[config.mk]
export PLATFORM = sky130hd
export DESIGN_NAME = qos_interconnect_param
export DESIGN_NICKNAME = d
export VERILOG_FILES = /design/src/rtl/qos_interconnect_pkg.sv /design/src/rtl/qos_interconnect_param_fifo.sv /design/src/rtl/qos_interconnect_param.sv
export SDC_FILE = /design/constraint.sdc
export NUM_CORES = 1
export LEC_CHECK = 0
export BUFFER_PORTS_ARGS = -buffer_cell sky130_fd_sc_hd__buf_2
export CAP_MARGIN = 10
export CORE_UTILIZATION = 60
export CTS_CLUSTER_DIAMETER = 50
export CTS_CLUSTER_SIZE = 40
export DETAILED_ROUTE_END_ITERATION = 10
export PLACE_DENSITY = 0.86
export SYNTH_ARGS = -nofsm -noshare
export SYNTH_HDL_FRONTEND = slang
export SYNTH_HIERARCHICAL = 1
export SYNTH_SLANG_ARGS = --single-unit
[constraint.sdc]
create_clock -name clk -period 4.75 [get_ports clk]
set_clock_uncertainty 0.15 [all_clocks]
set_input_delay 0.475 -clock clk [delete_from_list [all_inputs] [get_ports clk]]
set_output_delay 0.475 -clock clk [all_outputs]
set_load 0.005 [all_outputs]
[src/rtl/qos_interconnect_pkg.sv]
// Shared constants and helpers for the parametrised QoS interconnect.
package qos_interconnect_pkg;

    localparam int ARB_STRICT   = 0;
    localparam int ARB_RR       = 1;

    localparam int ERR_MAIN_IDX = 0;
    localparam int ERR_VC_BASE  = 1;

    // A field selecting among n items needs at least one bit, even when n is 1.
    function automatic int field_width(input int n);
        return (n <= 2) ? 1 : $clog2(n);
    endfunction

    function automatic int vc_width(input int num_vc);
        return field_width(num_vc);
    endfunction

    function automatic int dest_width(input int num_dest);
        return field_width(num_dest);
    endfunction

    // Destination error bits sit directly above the VC error bits.
    function automatic int err_dest_base(input int num_vc);
        return ERR_VC_BASE + num_vc;
    endfunction

    // Destination field occupies the top dest_w bits of a bw-bit word.
    function automatic int get_dest(input logic [31:0] word, input int bw, input int dest_w);
        logic [31:0] mask;
        mask = (32'd1 << dest_w) - 32'd1;
        return int'((word >> (bw - dest_w)) & mask);
    endfunction

    // VC field occupies the vc_w bits directly below the destination field.
    function automatic int get_vc(input logic [31:0] word, input int bw, input int dest_w,
                                  input int vc_w);
        logic [31:0] mask;
        mask = (32'd1 << vc_w) - 32'd1;
        return int'((word >> (bw - dest_w - vc_w)) & mask);
    endfunction

endpackage

[src/rtl/qos_interconnect_param_fifo.sv]
// First-word-fall-through FIFO with registered count, thresholds and a sticky error flag.
module qos_fifo_sync
    import qos_interconnect_pkg::*;
#(
    parameter int BW    = 6,
    parameter int DEPTH = 4
) (
    input  logic                           clk,
    input  logic                           reset,
    input  logic                           wr,
    input  logic [BW-1:0]                  data_in,
    input  logic                           rd,
    input  logic [$clog2(DEPTH+1)-1:0]     umbral_high,
    input  logic [$clog2(DEPTH+1)-1:0]     umbral_low,
    output logic [BW-1:0]                  data_out,
    output logic                           full,
    output logic                           empty,
    output logic                           almost_full,
    output logic                           almost_empty,
    output logic                           error
);

    localparam int AW = $clog2(DEPTH);
    localparam int CW = $clog2(DEPTH + 1);

    logic [BW-1:0] mem [DEPTH];
    logic [AW-1:0] wr_ptr;
    logic [AW-1:0] rd_ptr;
    logic [CW-1:0] count;
    logic          do_wr;
    logic          do_rd;

    assign full         = (count == CW'(DEPTH));
    assign empty        = (count == '0);
    assign almost_full  = (count >= umbral_high);
    assign almost_empty = (count <= umbral_low);
    assign data_out     = empty ? '0 : mem[rd_ptr];

    // A write to a full FIFO is dropped even if a pop frees a slot in the same cycle.
    assign do_wr = wr && !full;
    assign do_rd = rd && !empty;

    // Storage, pointers, count and the sticky overflow/underflow flag.
    always_ff @(posedge clk) begin
        if (reset) begin
            wr_ptr <= '0;
            rd_ptr <= '0;
            count  <= '0;
            error  <= 1'b0;
        end else begin
            if (do_wr) begin
                mem[wr_ptr] <= data_in;
                wr_ptr      <= wr_ptr + 1'b1;
            end
            if (do_rd) begin
                rd_ptr <= rd_ptr + 1'b1;
            end
            count <= count + CW'(do_wr) - CW'(do_rd);
            if ((wr && full) || (rd && empty)) begin
                error <= 1'b1;
            end
        end
    end

endmodule

[src/rtl/qos_interconnect_param.sv]
// Ingress FIFO -> per-VC FIFOs -> arbiter -> per-destination FIFOs.
module qos_interconnect_param
    import qos_interconnect_pkg::*;
#(
    parameter int BW         = 6,
    parameter int NUM_VC     = 2,
    parameter int NUM_DEST   = 2,
    parameter int MAIN_DEPTH = 4,
    parameter int VC_DEPTH   = 16,
    parameter int DEST_DEPTH = 4,
    parameter int ARB_MODE   = 0
) (
    input  logic                                 clk,
    input  logic                                 reset,
    input  logic                                 main_wr,
    input  logic [BW-1:0]                        main_data_in,
    output logic                                 main_full,
    output logic                                 main_empty,
    input  logic [$clog2(MAIN_DEPTH+1)-1:0]      umbral_main_high,
    input  logic [$clog2(MAIN_DEPTH+1)-1:0]      umbral_main_low,
    input  logic [$clog2(VC_DEPTH+1)-1:0]        umbral_vc_high,
    input  logic [$clog2(VC_DEPTH+1)-1:0]        umbral_vc_low,
    input  logic [$clog2(DEST_DEPTH+1)-1:0]      umbral_dest_high,
    input  logic [$clog2(DEST_DEPTH+1)-1:0]      umbral_dest_low,
    input  logic [NUM_DEST-1:0]                  dest_rd,
    output logic [NUM_DEST*BW-1:0]               dest_data_out,
    output logic [NUM_DEST-1:0]                  dest_empty,
    output logic [NUM_DEST-1:0]                  dest_almost_full,
    output logic [NUM_VC-1:0]                    vc_empty,
    output logic [NUM_VC+NUM_DEST:0]             error_output
);

    localparam int VC_W   = vc_width(NUM_VC);
    localparam int DEST_W = dest_width(NUM_DEST);

    // Out-of-range field values fold onto the last VC / destination.
    function automatic logic [VC_W-1:0] route_vc(input logic [BW-1:0] word);
        int v;
        v = get_vc(32'(word), BW, DEST_W, VC_W);
        if (v >= NUM_VC) v = NUM_VC - 1;
        return VC_W'(v);
    endfunction

    function automatic logic [DEST_W-1:0] route_dest(input logic [BW-1:0] word);
        int d;
        d = get_dest(32'(word), BW, DEST_W);
        if (d >= NUM_DEST) d = NUM_DEST - 1;
        return DEST_W'(d);
    endfunction

    logic [BW-1:0]     main_head;
    logic              main_af, main_ae;
    logic [VC_W-1:0]   head_vc;
    logic              main_pop;

    logic              s1_valid;
    logic [BW-1:0]     s1_data;
    logic [VC_W-1:0]   s1_vc;

    logic [BW-1:0]     vc_head [NUM_VC];
    logic [NUM_VC-1:0] vc_af, vc_ae, vc_full, vc_rd, vc_eligible;
    logic [DEST_W-1:0] vc_dest [NUM_VC];

    logic [NUM_DEST-1:0] dest_ae, dest_full;

    logic              grant_valid;
    logic [VC_W-1:0]   grant_idx;
    logic [VC_W-1:0]   rr_ptr;
    int                scan;

    logic              s2_valid;
    logic [BW-1:0]     s2_data;
    logic [DEST_W-1:0] s2_dest;

    logic              unused_status;

    qos_fifo_sync #(.BW(BW), .DEPTH(MAIN_DEPTH)) u_main (
        .clk(clk), .reset(reset), .wr(main_wr), .data_in(main_data_in), .rd(main_pop),
        .umbral_high(umbral_main_high), .umbral_low(umbral_main_low),
        .data_out(main_head), .full(main_full), .empty(main_empty),
        .almost_full(main_af), .almost_empty(main_ae), .error(error_output[ERR_MAIN_IDX])
    );

    // Ingress pops only if its VC has room and is not already being fed by the stage register.
    assign head_vc  = route_vc(main_head);
    assign main_pop = !main_empty && !vc_af[head_vc] && !(s1_valid && (s1_vc == head_vc));

    // Stage register between the ingress FIFO and the VC FIFOs.
    always_ff @(posedge clk) begin
        if (reset) begin
            s1_valid <= 1'b0;
            s1_data  <= '0;
            s1_vc    <= '0;
        end else begin
            s1_valid <= main_pop;
            s1_data  <= main_head;
            s1_vc    <= head_vc;
        end
    end

    for (genvar i = 0; i < NUM_VC; i++) begin : g_vc
        qos_fifo_sync #(.BW(BW), .DEPTH(VC_DEPTH)) u_vc (
            .clk(clk), .reset(reset), .wr(s1_valid && (s1_vc == VC_W'(i))), .data_in(s1_data),
            .rd(vc_rd[i]), .umbral_high(umbral_vc_high), .umbral_low(umbral_vc_low),
            .data_out(vc_head[i]), .full(vc_full[i]), .empty(vc_empty[i]),
            .almost_full(vc_af[i]), .almost_empty(vc_ae[i]),
            .error(error_output[ERR_VC_BASE + i])
        );
        assign vc_rd[i] = grant_valid && (grant_idx == VC_W'(i));
    end

    // A VC may compete only if its head word's destination can accept it.
    always_comb begin
        for (int i = 0; i < NUM_VC; i++) begin
            vc_dest[i]     = route_dest(vc_head[i]);
            vc_eligible[i] = !vc_empty[i] && !dest_almost_full[vc_dest[i]]
                             && !(s2_valid && (s2_dest == vc_dest[i]));
        end
    end

    // Pick the first eligible VC, scanning from 0 (strict) or from rr_ptr (round-robin).
    always_comb begin
        grant_valid = 1'b0;
        grant_idx   = '0;
        scan        = 0;
        for (int k = 0; k < NUM_VC; k++) begin
            if (ARB_MODE == ARB_RR) scan = (int'(rr_ptr) + k) % NUM_VC;
            else                    scan = k;
            if (!grant_valid && vc_eligible[VC_W'(scan)]) begin
                grant_valid = 1'b1;
                grant_idx   = VC_W'(scan);
            end
        end
    end

    // Stage register between the arbiter and the destination FIFOs, plus the rotation pointer.
    always_ff @(posedge clk) begin
        if (reset) begin
            s2_valid <= 1'b0;
            s2_data  <= '0;
            s2_dest  <= '0;
            rr_ptr   <= '0;
        end else begin
            s2_valid <= grant_valid;
            s2_data  <= vc_head[grant_idx];
            s2_dest  <= vc_dest[grant_idx];
            if (grant_valid) begin
                rr_ptr <= VC_W'((int'(grant_idx) + 1) % NUM_VC);
            end
        end
    end

    for (genvar j = 0; j < NUM_DEST; j++) begin : g_dest
        qos_fifo_sync #(.BW(BW), .DEPTH(DEST_DEPTH)) u_dest (
            .clk(clk), .reset(reset), .wr(s2_valid && (s2_dest == DEST_W'(j))), .data_in(s2_data),
            .rd(dest_rd[j]), .umbral_high(umbral_dest_high), .umbral_low(umbral_dest_low),
            .data_out(dest_data_out[j*BW +: BW]), .full(dest_full[j]), .empty(dest_empty[j]),
            .almost_full(dest_almost_full[j]), .almost_empty(dest_ae[j]),
            .error(error_output[err_dest_base(NUM_VC) + j])
        );
    end

    assign unused_status = ^{main_af, main_ae, vc_ae, vc_full, dest_ae, dest_full};

endmodule
# Word level (Yosys, flattened, before mapping)
# Memories as Yosys holds them, arrays and structs flattened. A register that Yosys moved wholly into a read port is not among the register bits.
# Cells that the tools add are included.
# op_classes
n_addsub	17
mul	0
n_div	0
magnitude_cmp	8
n_eq_ne	7
shift	0
muxes	31
bitwise_logic	2
reduce_logical	52
# op_table
operator	n
$logic_and 1x1->1	28
$mux 1	19
$mux 6	3
$logic_not 1->1	13
$add 2x1->2 const B	6
$mux 2	6
$add 5x1->5	2
$eq 5x5->1 const B	2
$ge 5x5->1	2
$logic_not 5->1	2
$add 3x1->3	3
$eq 3x3->1 const B	3
$logic_not 3->1	3
$sub 3x1->3	3
$add 4x1->4 const B	2
$mux 4	2
$ge 3x3->1	2
$mux 5	1
$sub 5x1->5	1
$ge 1x2->1 const B	2
$logic_or 1x1->1	4
$lt 1x2->1 const B	2
$reduce_or 2->1	2
$eq 1x1->1	2
$not 1->1	2
# word_totals
ff_bits	60
latchBits	0
mem_bits_rw	168
romBits	0
input_bits	33
output_inout_bits	25
elab_cells	147
mem_count	4
# memory_table
name	depth	width	rd	rd_clocked_by_memory_dff	write_ports	line	source
g_vc[0].u_vc.mem	16	6	1	1	1	qos_interconnect_param_fifo.sv:26	logic [BW-1:0] mem [DEPTH];
g_dest[0].u_dest.mem	4	6	1	1	1	qos_interconnect_param_fifo.sv:26	
g_dest[1].u_dest.mem	4	6	1	1	1	qos_interconnect_param_fifo.sv:26	
u_main.mem	4	6	1	1	1	qos_interconnect_param_fifo.sv:26	

# Depth between registers and ports, before layout
# Gate-level depths: netlist (run 1).
# logic_depth
depth_word	13
ltp_mapped	19
ltp_nobuf	18

# Hierarchy
# Netlist (run 1), hierarchy kept.
# modules_own_cells
mod	instances	cells_each	area_per_inst_um2	seq_area_each_um2
qos_fifo_sync at g_vc[0].u_vc	1	299	4944.7	3243.1
qos_fifo_sync at g_vc[1].u_vc	1	299	4934.7	3243.1
qos_fifo_sync at g_dest[0].u_dest ...	2	110	1580.3	920.9
qos_fifo_sync at u_main	1	110	1572.8	920.9
qos_interconnect_param	1	42	473.0	280.3

# Worst setup path before layout (run 1)
# Ideal clock, no wire load.
# synth_timing
path_type	reg2reg
startpoint	reg (tool-made name)
endpoint	reg g_vc[0].u_vc.count[4]
setup_time_ps	117
arrival_time_ps	3354
required_ps	4483
path_slack_ps	1130
path_stages_with_launch	18
path_buffers	2
synth_period_minus_slack_ps	3620
path_cell_list	dfxtp_1 > buf_6 > buf_12 > mux4_1 > a211oi_1 > a211oi_1 > o32a_1 > nor2_1 > and2_4 > ha_1 > inv_1 > ha_1 > inv_1 > fa_1 > nor2b_1 > o21bai_1 > a21oi_1 > nor3b_1
# synth_rtl
item	line	source
to (signal assigned)	qos_interconnect_param_fifo.sv:58	count <= count + CW'(do_wr) - CW'(do_rd);
to (decl)	qos_interconnect_param_fifo.sv:29	logic [CW-1:0] count;

==> flow_metrics.tcl, run 1 <==
set metrics [dict create \
    outcome "completed" \
    io_buffer_count 43 \
    crit_end "g_vc[0].u_vc/count[4]" \
    clk_latency_ns 0.48 \
    switchingPower_w 0.00192 \
    layout-drive-gt1-share_pct 19.3 \
    period_share_pct 89.1 \
    post_cts_buffers 0 \
    setup_violations 0 \
    ctsResizeCount 0 \
    track_usage_pct 21.5 \
    hpwl_microns 12200 \
    chipHeight_microns 133 \
    drtIter0Drc 406 \
    clock-root-buffer "clkbuf_16" \
    dp_slack_ns 0.608 \
    via_count 5429 \
    syn_inst 679 \
    comb_power_share_pct 29.6 \
    ys_warn_count 6 \
    drc_errors 0 \
    n_antenna_cell 0 \
    drv_cap 0 \
    start_util_pct 61.6 \
    rsz0062_at_grt "false" \
    viasPerCell 5.67 \
    numCtsBuffers 17 \
    grt_antenna_before_repair 0 \
    pin_count 58 \
    critPathKind "flip-flop to flip-flop" \
    dr.pass1.iters 4 \
    hold_buffers 0 \
    cts_tree "done" \
    p_seq_share_pct 45.9 \
    drt.antenna.violating_nets 0 \
    tightestPinTransition_ns 1.10 \
    syn2layout_area_growth_pct 9.62 \
    grt.overflow.total 0 \
    cts.path.max_buffers 3 \
    routed_wl_microns 17800 \
    syn_area_per_cell_sq_um 15.1 \
    arrival_ns 4.47 \
    powerDensity_nw_per_um2 546 \
    core_area_sq_um 16600 \
    slew_violations 0 \
    p_leak_nw 4.12 \
    grt_pass1_wl_microns 29100 \
    nets 816 \
    setup_tns_ns 0 \
    period_needed_ns 4.23 \
    cts.clk_slew.worst_paths_ns 0.09 \
    die_x_microns 133 \
    fp-row-count 47 \
    gp_congestion 0.769 \
    critPathMaxFanout 8 \
    hold_viol 0 \
    rr_endpoint "g_vc[0].u_vc/count[4]" \
    cp.required_ns 4.99 \
    timing.fmax_mhz 236 \
    r2r_slack_ns 0.52 \
    path_cells "mux4_2, mux2i_1, a211oi_1, o32a_1, nor2_1, and2_4, ha_1, inv_1, ha_1, inv_1, fa_1, nor2b_1, o21bai_1, nand3_1, nor3b_1" \
    slew_headroom_pct 25.9 \
    netlist_area_sq_um 10300 \
    end_kind "flip-flop" \
    wl_per_cell_microns 18.6 \
    critPathSlowestCell "dfxtp_1" \
    worst_slack_ns 0.519 \
    p_sw_share_pct 31.3 \
    clock_sinks 236 \
    crit_path_start_kind "flip-flop" \
    h-tree-depth 1 \
    intPower_w 0.00421 \
    first_global_vias 5715 \
    die_area_sq_um 17600 \
    min_path_type "input pin to flip-flop" \
    p_clk_share_pct 24.4 \
    ir_worst_vdd_uv 467 \
    grt_max_degree 54 \
    slowest_delay_ns 0.65 \
    r2r_cells 15 \
]
==> registers in the layout, indices dropped and copies added (netlist names), named ones only <==
signal                count
g_dest.u_dest/count       6
g_dest.u_dest/error       2
g_dest.u_dest/mem        48
g_dest.u_dest/rd_ptr      4
g_dest.u_dest/wr_ptr      4
g_vc.u_vc/count          10
g_vc.u_vc/error           2
g_vc.u_vc/mem            96
g_vc.u_vc/rd_ptr          4
g_vc.u_vc/wr_ptr          4
s1_data                   6
s1_valid                  1
s2_data                   5
s2_dest                   1
s2_valid                  1
u_main/count              3
u_main/error              1
u_main/mem               24
u_main/rd_ptr             2
u_main/wr_ptr             2
==> worst max-delay path: cells and delay by family (launching register included) <==
kind,cells,cell delay (ns)
buf+inv,2,0.12
mux,2,0.85
compound gates,3,0.68
flops,1,0.65
simple gates,5,0.92
fa+ha+maj,3,0.77
==> power by group through the flow <==
stage | registers (W) | clock network, W | logic (W)
after floorplan | 0.00272 | 0 | 0.00143
after global placement | 0.00283 | 0 | 0.00170
after global routing | 0.00286 | 0.00160 | 0.00204
after CTS | 0.00282 | 0.00152 | 0.00184
final | 0.00282 | 0.00150 | 0.00182
after detailed placement | 0.00287 | 0 | 0.00180
==> cell type report <==
type                       count  area (sq um)
sequential                   236          6410
fill                        1086          5400
multi-input combinational    365          3510
clock buffer                  18           429
tap                          220           275
timing repair buffer          50           268
inverter                      57           214
clock inverter                11           148
==> cell usage in the layout (no fill, tap or decap), types with 3 or more instances in the layout <==
cell type,n
edfxtp_1,168
dfxtp_1,68
inv_1,54
ha_1,51
nor2_1,48
buf_2,43
nor2b_1,39
mux4_2,31
clkbuf_16,17
a21oi_1,16
nand2b_1,14
nand2_1,13
xnor2_1,11
mux4_1,11
a211oi_1,11
and2b_1,9
nor3b_1,9
xor2_1,9
mux2i_1,9
a21o_1,8
mux2_2,8
nand3_1,7
buf_4,7
nor3b_2,6
nor3_1,6
and2_1,5
nor3_2,5
o21ai_0,5
fa_1,5
o31ai_1,3
a21boi_2,3
inv_2,3
or3_1,3
==> per-stage QoR <==
stage | util [%] | instance area, sq um | cells | total power, W | hold WS [ns]
after detailed placement | 64.1 | 10700 | 928 | 0.00467 | 0.320
final | 67.6 | 11200 | 957 | 0.00614 | 0.0485
after global placement | 64.1 | 10700 | 928 | 0.00453 | 0.296
after global routing | 67.6 | 11200 | 957 | 0.00650 | 0.0342
after floorplan | - | 10300 | 680 | 0.00415 | 0.309
after CTS | 67.6 | 11200 | 957 | 0.00617 | 0.0382
==> metal layers <==
| metal | vias up | global-route usage (%) | routed length, microns |
|---|---|---|---|
| met1 | 2700 | 26.5 | 7220 |
| met4 | 0 | 6.19 | 441 |
| met3 | 27 | 2.95 | 712 |
| met2 | 136 | 39.4 | 9470 |
| met5 | - | 0 | 0 |
| li1 | 2566 | - | - |
==> worst min-delay path by stage <==
stage	from	endpoint	slack, ns	cells after the start
floorplan	g_dest[0].u_dest/rd_ptr[1]	flip-flop	0.31	2
global placement	u_main/error	u_main/error	0.30	2
detailed placement	g_vc[1].u_vc/error	g_vc[1].u_vc/error	0.32	2
CTS	main_data_in[0]	u_main/mem[1][0]	0.04	1
global route	main_data_in[0]	u_main/mem[2][0]	0.03	1
finish	main_data_in[0]	u_main/mem[1][0]	0.05	1
Note: power is estimated with default switching activity, not from simulation.
==> run 2: changes to the inputs <==
Settings changed: CORE_MARGIN from default to 2.
==> run 2 against run 1 <==
Net effect: wire length grew 0.64%; global-route usage is 0.85 points lower; critical path depth rose by 2; sequential share of layout area fell by 0.79 points; total power increased by 4.8%; design area rose by 1.4%; setup slack improved by 0.058 ns; clock power increased by 19%; sequential power about the same; register-to-register slack improved by 0.06 ns; critical path type unchanged.
==> flow_metrics.tcl, run 2 (synthesized netlist as in run 1, its figures left out) <==
set metrics [dict create \
    wl_per_cell_microns 18.6 \
    largest-register "g_vc.u_vc/mem" \
    p_sw_share_pct 32.2 \
    die_x_microns 135 \
    crit_path_start_kind "flip-flop" \
    fp-row-count 47 \
    drc_errors 0 \
    comb_power_share_pct 28.6 \
    cts.clk_slew.worst_paths_ns 0.09 \
    gp_congestion 0.784 \
    h-tree-depth 1 \
    post_cts_buffers 0 \
    routed_wl_microns 18000 \
    cts.path.max_buffers 3 \
    layout_common_cells "edfxtp_1 (168), dfxtp_1 (68), inv_1 (54)" \
    timing.fmax_mhz 240 \
    dr.pass1.iters 5 \
    intPower_w 0.00436 \
    ctsResizeCount 0 \
    drt.antenna.violating_nets 0 \
    end_kind "flip-flop" \
    syn2layout_area_growth_pct 11.2 \
    viasPerCell 5.64 \
    critPathKind "flip-flop to flip-flop" \
    drv_cap 0 \
    drtIter0Drc 345 \
    arrival_ns 4.38 \
    min_path_type "input pin to flip-flop" \
    hold_buffers 0 \
    die_area_sq_um 18200 \
    outcome "completed" \
    setup_tns_ns 0 \
    io_buffer_count 43 \
    p_total_w 0.00643 \
    powerDensity_nw_per_um2 564 \
    hold_viol 0 \
    nets 819 \
    grt_pass1_wl_microns 29200 \
    slew_headroom_pct 29.8 \
    tightestPinTransition_ns 1.05 \
    hold_start "main_data_in[5]" \
    reg.largest.list "g_vc.u_vc/mem (96), g_dest.u_dest/mem (48), u_main/mem (24)" \
    critPathMaxFanout 8 \
    grt.overflow.total 0 \
    p_clk_share_pct 27.8 \
    n_antenna_cell 0 \
    clock-root-buffer "clkbuf_16" \
    p_leak_nw 4.20 \
    p_seq_share_pct 43.6 \
    clock_sinks 236 \
    cp.required_ns 4.96 \
    clk_latency_ns 0.51 \
    hpwl_microns 11800 \
    layout_commonest_cell "edfxtp_1" \
    numCtsBuffers 20 \
    layout-drive-gt1-share_pct 20.2 \
    pin_count 58 \
    chipHeight_microns 135 \
    rsz0062_at_grt "false" \
    period_share_pct 87.8 \
    grt_antenna_before_repair 0 \
    cts_tree "done" \
    via_count 5438 \
    ir_worst_vdd_uv 321 \
    setup_violations 0 \
    slew_violations 0 \
    switchingPower_w 0.00207 \
    period_needed_ns 4.17 \
    first_global_vias 5698 \
    core_area_sq_um 16600 \
    grt_max_degree 81 \
    start_util_pct 61.6 \
    track_usage_pct 20.6 \
    largest_register_ffs 96 \
]
==> run 2: changes by cell type in the layout (fill, tap and decap cells not counted) <==
cell        previous run  this run
clkinv_2               2         0
clkinvlp_4             1         0
clkbuf_1               1         0
inv_8                  2         3
inv_16                 1         3
clkbuf_16             17        21
bufinv_16              1         0
inv_12                 1         3
inv_6                  1         4
==> run 2: power groups by stage <==
stage	clock network, W	registers (W)	logic, W
final	0.00179	0.00281	0.00184
after global routing	0.00189	0.00285	0.00205
after CTS	0.00182	0.00281	0.00185
after detailed placement	0	0.00285	0.00181
after global placement	0	0.00282	0.00172
after floorplan	0	0.00272	0.00143
==> run 2: stage by stage <==
| step | utilization, % | instances | instance area, sq um | hold WS [ns] | worst slack [ns] |
|---|---|---|---|---|---|
| after floorplan | - | 680 | 10300 | 0.309 | 1.13 |
| after global placement | 64.1 | 928 | 10700 | 0.298 | 0.804 |
| after detailed placement | 64.1 | 928 | 10700 | 0.326 | 0.652 |
| after CTS | 68.5 | 964 | 11400 | 0.0151 | 0.600 |
| after global routing | 68.5 | 964 | 11400 | 0.0367 | 0.390 |
| final | 68.5 | 964 | 11400 | 0.0337 | 0.577 |
==> run 2: area by class of cell <==
cell class	instances	area, sq um
sequential	236	6410
tap	220	275
fill	1054	5240
clock buffer	21	526
timing repair buffer	50	268
clock inverter	15	210
inverter	57	214
multi-input combinational	365	3510
==> run 2: critical path, stage by stage (launching register included) <==
cell and delay (ns):
dfxtp_1 0.36, buf_4 0.20, mux4_1 0.58, nor2b_1 0.15, a211oi_1 0.24, a211oi_1 0.12
o32a_1 0.40, nor2_1 0.21, and2_4 0.22, ha_1 0.24, inv_1 0.06, ha_1 0.17
inv_1 0.06, fa_1 0.37, nor2b_1 0.17, o21bai_1 0.10, a21oi_1 0.16, nor3b_1 0.06
==> run 2: worst paths after layout <==
path                           end  slack, ns  depth (start not counted)
max          g_vc[0].u_vc/count[4]       0.58                         17
min               u_main/mem[1][5]       0.03                          1
max reg2reg  g_vc[0].u_vc/count[4]       0.58                         17
min reg2reg     g_vc[0].u_vc/error       0.34                          2
==> run 2: metal layers <==
layer | global-route usage [%] | wire, microns | up-vias
met2 | 37.6 | 9460 | 141
met3 | 2.55 | 772 | 38
li1 | - | - | 2572
met5 | 0 | 0 | -
met1 | 25.6 | 7230 | 2687
met4 | 6.84 | 483 | 0
